==> src/rtl/pipe_stall_ctrl.sv <==
// Pipeline stall/flush controller: I/D cache-miss and load-use hazard FSM,
// forwarding-mux selects, and saturating stall-cycle counters.
module pipe_stall_ctrl #(
   parameter int WORD_SIZE  = 16,
   parameter int REG_ADDR_W = 2,
   parameter int LU_STALL   = 1,
   parameter int CNT_W      = 16
) (
   input  logic                  clk,
   input  logic                  reset,
   input  logic [REG_ADDR_W-1:0] rs,
   input  logic [REG_ADDR_W-1:0] rt,
   input  logic                  use_rs,
   input  logic                  use_rt,
   input  logic [REG_ADDR_W-1:0] dest_ex,
   input  logic [REG_ADDR_W-1:0] dest_m,
   input  logic [REG_ADDR_W-1:0] dest_wb,
   input  logic                  rw_ex,
   input  logic                  rw_m,
   input  logic                  rw_wb,
   input  logic                  is_load_ex,
   input  logic                  i_hit,
   input  logic                  d_req,
   input  logic                  d_hit,
   input  logic                  i_ready,
   input  logic                  d_ready,
   input  logic                  clr_cnt,
   output logic                  pc_write,
   output logic                  id_write,
   output logic                  ex_write,
   output logic                  m_write,
   output logic                  wb_write,
   output logic                  bubble_ex,
   output logic                  both_access,
   output logic [1:0]            fwd_a,
   output logic [1:0]            fwd_b,
   output logic [2:0]            state,
   output logic [CNT_W-1:0]      cnt_i,
   output logic [CNT_W-1:0]      cnt_d,
   output logic [CNT_W-1:0]      cnt_lu
);

   typedef enum logic [2:0] {
      RUN       = 3'd0,
      MISS_I    = 3'd1,
      MISS_D    = 3'd2,
      MISS_BOTH = 3'd3,
      LU        = 3'd4
   } state_t;

   localparam logic [4:0] EN_ALL    = 5'b11111;
   localparam logic [4:0] EN_NONE   = 5'b00000;
   localparam logic [4:0] EN_BACK   = 5'b00111;
   localparam logic [1:0] LU_LOAD   = 2'(LU_STALL - 1);
   localparam logic [CNT_W-1:0] CNT_ONE = CNT_W'(1);

   generate
      if (LU_STALL < 1 || LU_STALL > 3 || WORD_SIZE < 1 || REG_ADDR_W < 1 || CNT_W < 1) begin : g_param_check
         $error("pipe_stall_ctrl: illegal parameter value");
      end
   endgenerate

   state_t           r_state;
   state_t           w_state_nxt;
   logic [1:0]       r_lu_cnt;
   logic [1:0]       w_lu_cnt_nxt;
   logic             r_i_done;
   logic             r_d_done;
   logic             w_i_done_nxt;
   logic             w_d_done_nxt;
   logic [CNT_W-1:0] r_cnt_i;
   logic [CNT_W-1:0] r_cnt_d;
   logic [CNT_W-1:0] r_cnt_lu;

   logic       w_dmiss;
   logic       w_lu;
   logic       w_i_fin;
   logic       w_d_fin;
   logic [4:0] w_en;
   logic       w_bubble;
   logic       w_lu_bubble;
   logic       w_inc_i;
   logic       w_inc_d;

   assign w_dmiss = d_req & ~d_hit;
   assign w_lu    = is_load_ex & rw_ex &
                    ((use_rs & (rs == dest_ex)) | (use_rt & (rt == dest_ex)));

   // A fill counts as finished if it completed earlier or pulses this cycle.
   assign w_i_fin = r_i_done | i_ready;
   assign w_d_fin = r_d_done | d_ready;

   // NOTE: every signal written here gets a default first, so no path can infer a latch.
   always_comb begin
      w_state_nxt  = r_state;
      w_lu_cnt_nxt = r_lu_cnt;
      w_i_done_nxt = r_i_done;
      w_d_done_nxt = r_d_done;
      w_en         = EN_ALL;
      w_bubble     = 1'b0;
      w_lu_bubble  = 1'b0;

      case (r_state)
         RUN: begin
            if (w_dmiss && !i_hit) begin
               w_state_nxt  = MISS_BOTH;
               w_i_done_nxt = 1'b0;
               w_d_done_nxt = 1'b0;
               w_en         = EN_NONE;
            end else if (w_dmiss) begin
               w_state_nxt = MISS_D;
               w_en        = EN_NONE;
            end else if (!i_hit) begin
               w_state_nxt = MISS_I;
               w_en        = EN_BACK;
               w_bubble    = 1'b1;
            end else if (w_lu) begin
               w_state_nxt  = LU;
               w_lu_cnt_nxt = LU_LOAD;
               w_en         = EN_BACK;
               w_bubble     = 1'b1;
               w_lu_bubble  = 1'b1;
            end
         end

         MISS_I: begin
            if (w_dmiss) begin
               w_state_nxt  = MISS_BOTH;
               w_i_done_nxt = i_ready;
               w_d_done_nxt = 1'b0;
               w_en         = EN_NONE;
            end else if (i_ready) begin
               w_state_nxt = RUN;
            end else begin
               w_en     = EN_BACK;
               w_bubble = 1'b1;
            end
         end

         MISS_D: begin
            if (!i_hit) begin
               w_state_nxt  = MISS_BOTH;
               w_i_done_nxt = 1'b0;
               w_d_done_nxt = d_ready;
               w_en         = EN_NONE;
            end else if (d_ready) begin
               w_state_nxt = RUN;
            end else begin
               w_en = EN_NONE;
            end
         end

         MISS_BOTH: begin
            if (w_i_fin && w_d_fin) begin
               w_state_nxt  = RUN;
               w_i_done_nxt = 1'b0;
               w_d_done_nxt = 1'b0;
            end else begin
               w_i_done_nxt = w_i_fin;
               w_d_done_nxt = w_d_fin;
               w_en         = EN_NONE;
            end
         end

         LU: begin
            if (w_dmiss) begin
               w_state_nxt  = MISS_D;
               w_lu_cnt_nxt = 2'd0;
               w_en         = EN_NONE;
            end else if (r_lu_cnt == 2'd0) begin
               w_state_nxt = RUN;
            end else begin
               w_lu_cnt_nxt = r_lu_cnt - 2'd1;
               w_en         = EN_BACK;
               w_bubble     = 1'b1;
               w_lu_bubble  = 1'b1;
            end
         end

         default: begin
            w_state_nxt  = RUN;
            w_lu_cnt_nxt = 2'd0;
            w_i_done_nxt = 1'b0;
            w_d_done_nxt = 1'b0;
            w_en         = EN_NONE;
         end
      endcase
   end

   assign w_inc_i = (r_state == MISS_I);
   assign w_inc_d = (r_state == MISS_D) || (r_state == MISS_BOTH);

   function automatic logic [CNT_W-1:0] sat_inc(input logic [CNT_W-1:0] v, input logic inc);
      return (inc && (v != '1)) ? v + CNT_ONE : v;
   endfunction

   // NOTE: sequential state uses non-blocking assignments so every flop updates from pre-edge values.
   always_ff @(posedge clk) begin
      if (reset) begin
         r_state  <= RUN;
         r_lu_cnt <= 2'd0;
         r_i_done <= 1'b0;
         r_d_done <= 1'b0;
         r_cnt_i  <= '0;
         r_cnt_d  <= '0;
         r_cnt_lu <= '0;
      end else begin
         r_state  <= w_state_nxt;
         r_lu_cnt <= w_lu_cnt_nxt;
         r_i_done <= w_i_done_nxt;
         r_d_done <= w_d_done_nxt;
         if (clr_cnt) begin
            r_cnt_i  <= '0;
            r_cnt_d  <= '0;
            r_cnt_lu <= '0;
         end else begin
            r_cnt_i  <= sat_inc(r_cnt_i, w_inc_i);
            r_cnt_d  <= sat_inc(r_cnt_d, w_inc_d);
            r_cnt_lu <= sat_inc(r_cnt_lu, w_lu_bubble);
         end
      end
   end

   // Nearest producing stage wins; an unused operand always reads the register file.
   assign fwd_a = !use_rs                       ? 2'd0 :
                  (rw_ex && (rs == dest_ex))    ? 2'd1 :
                  (rw_m  && (rs == dest_m))     ? 2'd2 :
                  (rw_wb && (rs == dest_wb))    ? 2'd3 : 2'd0;

   assign fwd_b = !use_rt                       ? 2'd0 :
                  (rw_ex && (rt == dest_ex))    ? 2'd1 :
                  (rw_m  && (rt == dest_m))     ? 2'd2 :
                  (rw_wb && (rt == dest_wb))    ? 2'd3 : 2'd0;

   assign {pc_write, id_write, ex_write, m_write, wb_write} = w_en;
   assign bubble_ex   = w_bubble;
   assign both_access = (r_state == MISS_BOTH);
   assign state       = r_state;
   assign cnt_i       = r_cnt_i;
   assign cnt_d       = r_cnt_d;
   assign cnt_lu      = r_cnt_lu;

endmodule

==> config.mk <==
export PLATFORM = sky130hd
export DESIGN_NAME = pipe_stall_ctrl
export DESIGN_NICKNAME = d
export VERILOG_FILES = /design/src/rtl/pipe_stall_ctrl.sv
export SDC_FILE = /design/constraint.sdc
export NUM_CORES = 1
export LEC_CHECK = 0
export CORE_ASPECT_RATIO = 0.7
export CORE_MARGIN = 8
export CORE_UTILIZATION = 49
export DETAILED_ROUTE_END_ITERATION = 8
export HOLD_SLACK_MARGIN = 0.15
export PLACE_DENSITY = 0.78
export RECOVER_POWER = 50
export SKIP_LAST_GASP = 1
export SYNTH_ARGS = -nofsm -noshare
export SYNTH_HDL_FRONTEND = slang
export SYNTH_SLANG_ARGS = --single-unit
==> constraint.sdc <==
create_clock -name clk -period 2.25 [get_ports clk]
set_input_delay 0.45 -clock clk [delete_from_list [all_inputs] [get_ports clk]]
set_output_delay 0.45 -clock clk [all_outputs]
set_load 0.1 [all_outputs]
---- Word level (Yosys, flattened, before mapping) ----
Index checks and enable logic that the tools add are counted.
word-level totals
  logic and storage cells ................. 129
  memory bits (read-only) ................. 0
  bits in writable memories ............... 0
  memories ................................ 0
  bits of input ports ..................... 24
  output and inout port bits .............. 62
  bits in latches ......................... 0
  flip-flop bits (word level) ............. 55
cells by class
  order comparisons ....................... 0
  muxes and demuxes ....................... 61
  multipliers ............................. 0
  bitwise gates (word level) .............. 11
  shift-type cells ........................ 0
  equality and inequality tests ........... 26
  divide/modulo/power cells ............... 0
  reduce and logical (&&, ||, !) cells .... 20
  add/sub/neg operators ................... 4
operators with widths
  kind                     count
  $mux W5                  11
  $add A16 B1 Y16 const B  3
  $ne A16 B16 Y1 const B   3
  $mux W3                  11
  $mux W2                  14
  $pmux W5 S5              1
  $mux W1                  18
  $pmux W3 S5              1
  $ne A2 B2 Y1 const B     7
  $eq A2 B2 Y1             6
  $ne A3 B3 Y1 const B     4
  $logic_and A1 B1 Y1      11
  $pmux W1 S5              2
  $eq A3 B2 Y1 const B     2
  $pmux W2 S3              1
  $reduce_and A6 Y1        1
  $and A1 B1 Y1            5
  $ne A5 B5 Y1 const B     1
  $reduce_and A5 Y1        1
  $reduce_and A4 Y1        1
  $eq A3 B1 Y1 const B     1
  $eq A3 B3 Y1 const B     1
  $logic_not A3 Y1         1
  $not A1 Y1               3
  other kinds (10)         12

---- Depth between registers and ports, before layout ----
Gate-level depths: netlist (run 1).
  depth in word-level cells ............... 10
  gate-level depth with buffers ........... 8
  mapped depth without buffers ............ 6

---- Least setup slack after synthesis (run 1) ----
Ideal clock, no wire load.
  kind .................................... flip-flop to output port
  start point ............................. reg r_state[0] (netlist: state[0])
  end point ............................... out m_write
  path buffers ............................ 2
  arrival time ............................ 4.131 ns
  data required time ...................... 1.800 ns
  stages on the path, launching flop included .. 5
  path slack .............................. -2.331 ns
  path through ............................ dfxtp_1 -> clkbuf_1 -> and2_1 -> o32ai_1 -> buf_4
on the way
  cells in the longest elaborated chain, start to end .. 2
  elaborated cells between the ends (all ways) .. 6
  classes of those cells .................. eq/ne: 4; mux: 1; reduce/logical: 1
ends and longest elaborated chain
  what                                        line  text
  start, declared                             63    state_t r_state;
  start signal, assigned                      208   r_state <= w_state_nxt;
  $eq A3 B3 Y1, or another cell as far along  103   case (r_state)
  $pmux W5 S5 (*)                             103
  end, declared                               31    output logic m_write,
Mark *: on every way between the ends. The rest lies on a longest branch, timed or not.

---- Final worst setup path (run 1) ----
  start point ............................. in d_ready
  end point ............................... out pc_write
on the way
  cells in the longest elaborated chain, start to end .. 4
  elaborated cells between the ends (all ways) .. 6
  classes of those cells .................. mux: 4; bitwise: 1; reduce/logical: 1
ends and longest elaborated chain
  what                 line  text
  start, declared      26    input logic d_ready,
  $or A1 B1 Y1         91    assign w_d_fin = r_d_done | d_ready;
  $logic_and A1 B1 Y1  154   if (w_i_fin && w_d_fin) begin
  $mux W5              154
  $pmux W5 S5 (*)      103
  end, declared        28    output logic pc_write,
Marks and branches as above.

==> impl_metrics.env, run 1 <==
export IMPL_fmax_mhz=444
export IMPL_seq_area_mm2=0.00115
export IMPL_wl_per_cell_um=16.9
export IMPL_worst_hold_path_type="flop to flop"
export IMPL_layout_nets=540
export IMPL_outcome="finished, violations left"
export IMPL_hpwl_um=7300
export IMPL_cts_clk_slew_worst_paths_ns=0.11
export IMPL_power_density_cell_area_mw_per_mm2=472
export IMPL_cp_data_arrival_time_ns=1.80
export IMPL_antenna_found_initial=1
export IMPL_std_cell_rows=24
export IMPL_critical_path_startpoint="d_ready"
export IMPL_yosys_area_top_type="sky130_fd_sc_hd__dfxtp_1"
export IMPL_number_of_global_route_vias_before_repair=3314
export IMPL_setup_slack_ns=-0.00303
export IMPL_final_layout_size_suffix_gt1_share_pct=38.8
export IMPL_synth_edf_count=0
export IMPL_gr_total_overflow=0
export IMPL_postSynth_asyncResetShare_pct=0
export IMPL_path_buf_inv=2
export IMPL_synthDistinctLibCells=59
export IMPL_floorplan_die_area_mm2=0.00935
export IMPL_dr_pass1_iters=6
export IMPL_syn_std_cell_area_mm2=0.00317
export IMPL_p_leak_nw=1.80
export IMPL_yosysTopAreaCellShare_pct=34.7
export IMPL_grt_max_degree=29
export IMPL_critPathMaxStageDelay_ns=0.37
export IMPL_layout_common_cells="sky130_fd_sc_hd__clkbuf_2, sky130_fd_sc_hd__buf_4, sky130_fd_sc_hd__nor2_1"
export IMPL_timing_final_crit_share_pct=100
export IMPL_timing_critical_path_from_type="input port"
export IMPL_multi_input_gate_area_in_the_final_layout_mm2=0.00210
export IMPL_violations_in_the_final_reports="negative setup slack"
export IMPL_synth_warning_count=0
export IMPL_dr_total_vias=3511
export IMPL_path_delay_family="compound AO/OA/AOI/OAI gates"
export IMPL_finalCriticalPeriod_ns=2.25
export IMPL_mostFrequentLayoutCell="sky130_fd_sc_hd__clkbuf_2"
export IMPL_required_ns=1.80
export IMPL_ctsLongestPathBuffers=2
export IMPL_drc=0
export IMPL_gp_congestion=0.850
export IMPL_worst_setup_path_type="input port to primary output"
export IMPL_drv_slew=0
export IMPL_worst_min_path_start="cnt_lu[1]"
export IMPL_fp_coreArea_mm2=0.00625
export IMPL_startpoint_of_the_worst_register_to_register_path="state[0]"
export IMPL_design_power_total_mw=2.17
export IMPL_synth_avg_cell_area_um2=8.16
export IMPL_wire_length_of_the_first_global_routing_pass_um=16400
export IMPL_synth_yosys_seq_area_share_pct=34.7
export IMPL_dieHeight_um=83.3
export IMPL_first_iteration_detailed_routing_drc_count=291
export IMPL_postSynthCellCount=389
export IMPL_syn2layout_area_growth_pct=45.2
export IMPL_yosys_most_used_dff="sky130_fd_sc_hd__dfxtp_1"
export IMPL_num_io_pins=86
export IMPL_htreeDepth=2
export IMPL_irDropWorstVdd_mv=0.375
export IMPL_final_setup_skew_ns=0.0106
export IMPL_setup_worst_path_end_class="primary output"
export IMPL_synth_net_count=417
export IMPL_crit_path_frequent_cell="sky130_fd_sc_hd__nor2_2"
export IMPL_route_final_wire_length_um=10000
export IMPL_tritoncts_sinks=55
export IMPL_numPortBuffers=85
export IMPL_cts_tree="done"
export IMPL_timing_critical_path_cells="dlygate4sd2_1 > nor2_2 > nor2_2 > a22oi_2 > nor2_2 > a221o_4 > buf_12"
export IMPL_timing_slew_headroom_pct=23.9
export IMPL_fp_dieW_um=112
export IMPL_finalSetupViolCount=2
export IMPL_yosys_register_bits=55
export IMPL_initial_utilization_pct=50.8
export IMPL_netlist_top_cells_area="sky130_fd_sc_hd__dfxtp_1, sky130_fd_sc_hd__xnor2_1, sky130_fd_sc_hd__nor2_1"
export IMPL_worst_slew_pin_slew_ns=1.14
export IMPL_maxCapViolations=0
export IMPL_timing_final_hold_violations=0
export IMPL_drtAntennaViolNets=0
export IMPL_holdBufCountCts=0
export IMPL_clkLatencyLatePin_ns=0.31
export IMPL_cts_buffers=5
export IMPL_cts_root_buf="sky130_fd_sc_hd__clkbuf_8"
export IMPL_via_per_inst=5.93
export IMPL_pre_cts_ws_ns=-0.384
export IMPL_critPathMaxFanout=2
export IMPL_globalRouteTotalUtil_pct=20.7
export IMPL_fill_cells=482
export IMPL_cp_slowest_cell="sky130_fd_sc_hd__a221o_4"
==> flip-flops by register name (all words and copies together) (netlist names) <==
register,cells
state,3
r_d_done,1
r_i_done,1
cnt_d,16
cnt_i,16
cnt_lu,16
r_lu_cnt,2
==> cells by family (layout without fill, tap and decap cells) <==
kind of cell | count (synthesis) | count (layout) | share of synthesized area, %
other | 0 | 1 | 0
DFF | 55 | 55 | 34.7
AOI/OAI and AO/OA | 77 | 77 | 16.7
buffers and inverters | 30 | 154 | 4.14
adders and majority gates | 4 | 4 | 1.58
and+or+nand+nor | 182 | 182 | 31.3
muxes | 6 | 6 | 1.93
xor gates and xnor gates | 35 | 35 | 9.66
==> per-stage QoR <==
step           hold WS (ns)  utilization [%]  area [um2]  setup TNS (ns)  cells
2_1_floorplan         0.495                -        3380          -0.724    389
3_3_place_gp          0.465             71.7        4480           -4.81    568
3_5_place_dp          0.472             71.7        4480           -6.23    568
4_1_cts               0.489             75.5        4710               0    589
5_1_grt               0.518             73.8        4610         -0.0474    592
6_report              0.485             73.8        4610        -0.00574    592
==> area by class of cell <==
class,count,share of cell area [%]
inverters,8,0.652
clock buffers,5,1.49
well taps,78,2.12
flip-flops and latches,55,24.9
multi-input cells,304,45.5
repair buffers,138,24.8
clock inverters,3,0.489
diodes,1,0.0543
==> final timing paths <==
| check | slack, ns | endpoint | cells past startpoint |
|---|---|---|---|
| min reg2reg | 0.49 | cnt_lu[1] | 2 |
| max reg2reg | 0.19 | cnt_i[13] | 7 |
| min | 0.49 | cnt_lu[1] | 2 |
| max | -0.003 | pc_write | 7 |
==> Yosys cell counts (all sizes together), types with 3 or more instances <==
master,instances
a211oi,10
a21oi,28
a31oi,3
and2,7
and3,10
and4,6
buf,7
clkbuf,15
dfxtp,55
ha,4
inv,8
mux2i,5
nand2,33
nand2b,5
nand3,22
nand4,15
nor2,41
nor2b,4
nor3,6
nor4,5
o21ai,5
o31ai,9
o32ai,3
or3,8
or4,8
xnor2,28
xor2,7
==> layer usage <==
layer  share of wire, %  up-vias  wire, um  GRT usage [%]
met4                1.4        0       137           5.98
met1                 45     1650      4550           27.3
met5                  0        -         0              0
met2                 45      155      4470           32.0
met3                8.7       17       871           5.78
li1                   -     1689         -              -
==> where the power goes <==
part / leakage [nW] / switching [mW] / internal, mW
Clock: 0.0504 / 0.349 / 0.227
Sequential: 0.462 / 0.0138 / 0.978
Combinational: 1.29 / 0.350 / 0.257
==> worst register-to-register path, cell delays in order, from the launching register on <==
cell and delay (ns):
sky130_fd_sc_hd__dfxtp_1 0.39, sky130_fd_sc_hd__buf_12 0.14, sky130_fd_sc_hd__buf_4 0.14, sky130_fd_sc_hd__nor4bb_1 0.42, sky130_fd_sc_hd__nand4_1 0.25, sky130_fd_sc_hd__a21oi_1 0.30, sky130_fd_sc_hd__a21oi_1 0.11, sky130_fd_sc_hd__a31o_2 0.21
==> repair_timing <==
item,CTS,global route
gates resized for setup,46,7
pin swaps,14,11
setup endpoints to repair,14,8
buffers inserted,13,2
Note: power is estimated with default switching activity, not from simulation.
==> inputs of run 2 (changes only) <==
--- a/config.mk
+++ b/config.mk
@@ -7,10 +7,10 @@
 export LEC_CHECK = 0
 export CORE_ASPECT_RATIO = 0.7
 export CORE_MARGIN = 8
-export CORE_UTILIZATION = 49
+export CORE_UTILIZATION = 33
 export DETAILED_ROUTE_END_ITERATION = 8
 export HOLD_SLACK_MARGIN = 0.15
-export PLACE_DENSITY = 0.78
+export PLACE_DENSITY = 0.55
 export RECOVER_POWER = 50
 export SKIP_LAST_GASP = 1
 export SYNTH_ARGS = -nofsm -noshare
==> impl_metrics.env, run 2 (synthesis results as in run 1) <==
export IMPL_htreeDepth=2
export IMPL_wire_length_of_the_first_global_routing_pass_um=16000
export IMPL_layout_cell_area_non_filler_mm2=0.00466
export IMPL_cts_root_buf="sky130_fd_sc_hd__clkbuf_16"
export IMPL_gp_congestion=0.800
export IMPL_globalRouteTotalUtil_pct=14.6
export IMPL_combinational_power_share_pct=23.6
export IMPL_pre_cts_ws_ns=-0.425
export IMPL_fp_dieW_um=133
export IMPL_dr_pass1_iters=4
export IMPL_tritoncts_sinks=55
export IMPL_internal_power_mw=1.70
export IMPL_ctsLongestPathBuffers=2
export IMPL_p_leak_nw=1.78
export IMPL_finalCriticalPeriod_ns=2.19
export IMPL_setup_slack_ns=0.0584
export IMPL_finalSetupTns_ns=0
export IMPL_clkLatencyLatePin_ns=0.30
export IMPL_worst_setup_path_type="input port to primary output"
export IMPL_dpl_cell_area_mm2=0.00453
export IMPL_dr_total_vias=3321
export IMPL_cp_slowest_cell="sky130_fd_sc_hd__a221o_4"
export IMPL_antenna_found_initial=0
export IMPL_final_setup_skew_ns=0.00947
export IMPL_timing_critical_path_cells="buf_2 > xor2_2 > o32ai_4 > o21ai_2 > a221o_4 > buf_12"
export IMPL_drv_slew=0
export IMPL_sequentialPowerShare_pct=40.9
export IMPL_cts_clk_slew_worst_paths_ns=0.07
export IMPL_number_of_global_route_vias_before_repair=3205
export IMPL_cts_buffers=5
export IMPL_outcome="completed"
export IMPL_finish_cell_count_without_fillers=631
export IMPL_syn2layout_area_growth_pct=46.9
export IMPL_initial_utilization_pct=33.3
export IMPL_timing_final_hold_violations=0
export IMPL_power_density_cell_area_mw_per_mm2=522
export IMPL_mostFrequentLayoutCell="sky130_fd_sc_hd__clkbuf_2"
export IMPL_fp_coreArea_mm2=0.00953
export IMPL_required_ns=1.80
export IMPL_num_antenna_cells=0
export IMPL_cp_data_arrival_time_ns=1.74
export IMPL_power_share_switching_pct=30.0
export IMPL_std_cell_rows=30
export IMPL_worst_hold_path_type="flop to flop"
export IMPL_maxCapViolations=0
export IMPL_dieHeight_um=98.1
export IMPL_grt_max_degree=29
export IMPL_irDropWorstVdd_mv=0.342
export IMPL_hpwl_um=7260
export IMPL_numPortBuffers=85
export IMPL_drtAntennaViolNets=0
export IMPL_design_power_total_mw=2.43
export IMPL_route_final_wire_length_um=9540
export IMPL_num_io_pins=86
export IMPL_wl_per_cell_um=15.1
export IMPL_timing_critical_path_from_type="input port"
export IMPL_first_iteration_detailed_routing_drc_count=197
export IMPL_net_switching_power_mw=0.731
export IMPL_timing_final_crit_share_pct=97.4
export IMPL_cts_tree="done"
export IMPL_fin_hold_ws_ns=0.487
export IMPL_fmax_mhz=456
export IMPL_final_layout_size_suffix_gt1_share_pct=38.2
export IMPL_floorplan_die_area_mm2=0.0131
export IMPL_critPathMaxStageDelay_ns=0.39
export IMPL_via_per_inst=5.26
export IMPL_layout_common_cells="sky130_fd_sc_hd__clkbuf_2, sky130_fd_sc_hd__buf_4, sky130_fd_sc_hd__nor2_1"
export IMPL_clock_power_share_pct=35.5
export IMPL_drc=0
export IMPL_finalSetupViolCount=0
export IMPL_setup_worst_path_end_class="primary output"
export IMPL_gr_total_overflow=0
export IMPL_timing_slew_headroom_pct=62.3
export IMPL_place_detailed_instances=616
export IMPL_layout_core_utilization_pct=48.9
export IMPL_worst_slew_pin_slew_ns=0.568
export IMPL_critPathMaxFanout=2
export IMPL_layout_nets=530
[run 2: critical path, delay by kind of cell]
kind	cells	cell delay [ns]
AO/OA/AOI/OAI	3	0.78
buffers and inverters	2	0.31
XOR/XNOR	1	0.19
[run 2: area by class of cell]
class	instances	area, um2
clock buffers	6	150
multi-input cells	304	2120
clock inverters	2	16.3
well taps	128	160
repair buffers	128	1040
flip-flops and latches	55	1150
inverters	8	30.0
fillers	950	4870
[run 2: final timing paths]
check | depth (start not counted) | to | from | slack (ns)
hold reg to reg | 2 | cnt_lu[6] | cnt_lu[6] | 0.49
hold / removal | 2 | cnt_lu[6] | cnt_lu[6] | 0.49
setup reg to reg | 6 | cnt_lu[9] | state[2] | 0.28
setup / recovery | 6 | id_write | dest_ex[1] | 0.06
[run 2: power groups by stage]
stage                     combinational, mW  clock, mW  sequential [mW]
after global routing                  0.604      0.936            0.996
after detailed placement              0.552          0             1.02
final                                 0.574      0.864            0.994
after CTS                             0.576      0.890            0.994
after floorplan                       0.318          0             1.04
after global placement                0.550          0             1.02
[run 2: metal layers]
layer	vias up	global-route usage, %	share of wire, %
met3	10	5.18	7.7
met4	0	4.04	1.2
met2	97	21.4	42
met1	1561	19.6	49
met5	-	0	0
li1	1653	-	-
[run 2: repair_timing]
action	CTS	global route
pin swaps	11	8
hold buffers	0	0
setup buffers	5	2
endpoints found under the setup margin	14	10
resized for setup	51	7
==> inputs of run 3 (changes only) <==
--- a/config.mk
+++ b/config.mk
@@ -5,12 +5,13 @@
 export SDC_FILE = /design/constraint.sdc
 export NUM_CORES = 1
 export LEC_CHECK = 0
+export ABC_AREA = 1
 export CORE_ASPECT_RATIO = 0.7
 export CORE_MARGIN = 8
 export CORE_UTILIZATION = 33
 export DETAILED_ROUTE_END_ITERATION = 8
 export HOLD_SLACK_MARGIN = 0.15
-export PLACE_DENSITY = 0.55
+export PLACE_DENSITY = 0.54
 export RECOVER_POWER = 50
 export SKIP_LAST_GASP = 1
 export SYNTH_ARGS = -nofsm -noshare
==> impl_metrics.env, run 3 <==
export IMPL_outcome="completed"
export IMPL_initial_utilization_pct=33.9
export IMPL_dr_pass1_iters=4
export IMPL_timing_critical_path_from_type="input port"
export IMPL_via_per_inst=4.80
export IMPL_cp_data_arrival_time_ns=1.76
export IMPL_timing_critical_path_cells="clkdlybuf4s50_1 > o21ai_1 > a211oi_2 > nand2_1 > a21boi_4 > buf_12"
export IMPL_postSynth_asyncResetShare_pct=0
export IMPL_postSynthCellCount=533
export IMPL_syn2layout_area_growth_pct=39.1
export IMPL_cts_clk_slew_worst_paths_ns=0.07
export IMPL_gp_congestion=0.852
export IMPL_drc=0
export IMPL_path_buf_inv=2
export IMPL_grt_max_degree=18
export IMPL_cts_tree="done"
export IMPL_critPathMaxFanout=2
export IMPL_number_of_global_route_vias_before_repair=3459
export IMPL_timing_final_crit_share_pct=98.3
export IMPL_numPortBuffers=85
export IMPL_irDropWorstVdd_mv=0.259
export IMPL_num_antenna_cells=0
export IMPL_power_density_cell_area_mw_per_mm2=493
export IMPL_synth_warning_count=0
export IMPL_path_delay_family="buffers and inverters"
export IMPL_first_iteration_detailed_routing_drc_count=217
export IMPL_layout_common_cells="sky130_fd_sc_hd__nand2_1, sky130_fd_sc_hd__buf_4, sky130_fd_sc_hd__nor2_1"
export IMPL_dpl_cell_area_mm2=0.00475
export IMPL_dieHeight_um=102
export IMPL_maxCapViolations=0
export IMPL_syn_std_cell_area_mm2=0.00351
export IMPL_seq_area_mm2=0.00112
export IMPL_route_final_wire_length_um=10500
export IMPL_drv_slew=0
export IMPL_critPathMaxStageDelay_ns=0.49
export IMPL_fill_cells=1055
export IMPL_ctsLongestPathBuffers=2
export IMPL_place_detailed_instances=762
export IMPL_layout_cell_area_non_filler_mm2=0.00489
export IMPL_timing_final_hold_violations=0
export IMPL_rsz0062_at_grt="true"
export IMPL_finish_cell_count_without_fillers=775
export IMPL_synth_avg_cell_area_um2=6.59
export IMPL_fp_coreArea_mm2=0.0104
export IMPL_wl_per_cell_um=13.5
export IMPL_final_setup_skew_ns=0.00721
export IMPL_fp_dieW_um=139
export IMPL_finalSetupViolCount=0
export IMPL_worst_hold_path_type="flop to flop"
export IMPL_yosys_most_used_dff="sky130_fd_sc_hd__dfxtp_1"
export IMPL_fin_hold_ws_ns=0.490
export IMPL_cp_slowest_cell="sky130_fd_sc_hd__clkdlybuf4s50_1"
export IMPL_synth_common_cells="sky130_fd_sc_hd__nand2_1, sky130_fd_sc_hd__nor2_1, sky130_fd_sc_hd__inv_1"
export IMPL_timing_slew_headroom_pct=62.9
export IMPL_antenna_found_initial=0
export IMPL_dr_total_vias=3718
export IMPL_p_leak_nw=1.95
export IMPL_synth_edf_count=0
export IMPL_yosys_cell_count_top_type="sky130_fd_sc_hd__nand2_1"
export IMPL_floorplan_die_area_mm2=0.0143
export IMPL_fmax_mhz=452
export IMPL_mostFrequentLayoutCell="sky130_fd_sc_hd__nand2_1"
export IMPL_hpwl_um=8270
export IMPL_gr_total_overflow=0
export IMPL_required_ns=1.80
export IMPL_cts_root_buf="sky130_fd_sc_hd__clkbuf_16"
export IMPL_netlist_top_cells_area="sky130_fd_sc_hd__dfxtp_1, sky130_fd_sc_hd__nand2_1, sky130_fd_sc_hd__nor2_1"
export IMPL_tritoncts_sinks=55
export IMPL_clkLatencyLatePin_ns=0.29
export IMPL_wire_length_of_the_first_global_routing_pass_um=17500
export IMPL_setup_worst_path_end_class="primary output"
export IMPL_std_cell_rows=31
export IMPL_htreeDepth=2
export IMPL_synth_net_count=561
export IMPL_worst_setup_path_type="input port to primary output"
export IMPL_globalRouteTotalUtil_pct=14.8
export IMPL_yosysTopAreaCellShare_pct=31.3
export IMPL_drtAntennaViolNets=0
export IMPL_num_io_pins=86
export IMPL_multi_input_gate_area_in_the_final_layout_mm2=0.00223
export IMPL_layout_core_utilization_pct=47.2
export IMPL_yosys_area_top_type="sky130_fd_sc_hd__dfxtp_1"
export IMPL_synth_yosys_seq_area_share_pct=31.3
export IMPL_final_layout_size_suffix_gt1_share_pct=26.0
export IMPL_finalCriticalPeriod_ns=2.21
export IMPL_synthDistinctLibCells=40
export IMPL_cts_buffers=5
export IMPL_design_power_total_mw=2.41
export IMPL_worst_slew_pin_slew_ns=0.558
export IMPL_layout_nets=670
export IMPL_yosys_register_bits=55
[run 3: layout make-up]
type | count | area share [%]
Inverter | 59 | 4.63
Tap cell | 132 | 3.38
Clock buffer | 7 | 2.71
Sequential cell | 55 | 22.9
Multi-Input combinational cell | 405 | 45.5
Timing Repair Buffer | 116 | 20.7
Clock inverter | 1 | 0.102
[run 3: metrics by stage]
stage          setup WS (ns)  TNS [ns]
2_1_floorplan        -0.0620    -0.111
3_5_place_dp          -0.169    -0.899
6_report              0.0372         0
5_1_grt              -0.0239   -0.0469
3_3_place_gp          -0.139    -0.787
4_1_cts              0.00669         0
[run 3: cell families (layout without fill, tap and decap cells)]
group | Yosys count | in the layout | synth area share [%]
compound gates | 80 | 80 | 13.1
xor+xnor | 30 | 30 | 7.48
fa+ha+maj | 4 | 4 | 1.42
buf+inv | 73 | 183 | 9.01
flops | 55 | 55 | 31.3
simple gates | 291 | 291 | 37.7
[run 3: layer usage]
metal	part of all wire [%]	GRT usage (%)	wire length, um	vias to the layer above
met1	53	21.4	5540	1684
met3	4.7	3.31	489	2
li1	-	-	-	1948
met5	0	0	0	-
met2	42	22.1	4430	84
met4	0.22	2.69	23	0
[run 3: path summary, 6_finish.rpt]
path	start	endpoint	cells after the start	slack, ns
hold reg to reg	r_lu_cnt[1]	r_lu_cnt[1]	2	0.49
hold / removal	r_lu_cnt[1]	r_lu_cnt[1]	2	0.49
setup / recovery	rw_wb	fwd_b[0]	6	0.04
setup reg to reg	cnt_lu[0]	cnt_lu[5]	7	0.38
[run 3: where the power goes]
part	switching [mW]	internal, mW
clock network	0.354	0.413
registers	0.0179	0.988
logic	0.414	0.223
total	0.787	1.62
[run 3: repair_timing]
item                                    4_1_cts  5_1_grt
resized for setup                            22        4
hold buffers                                  0        0
setup buffers                                 3        2
pin swaps                                    13        8
endpoints found under the setup margin       10        5
[run 3: worst min-delay path: cells and delay by family (launching register included)]
family,cells,cell delay (ns)
and+or+nand+nor,1,0.08
DFF,1,0.34
AOI/OAI and AO/OA,1,0.04
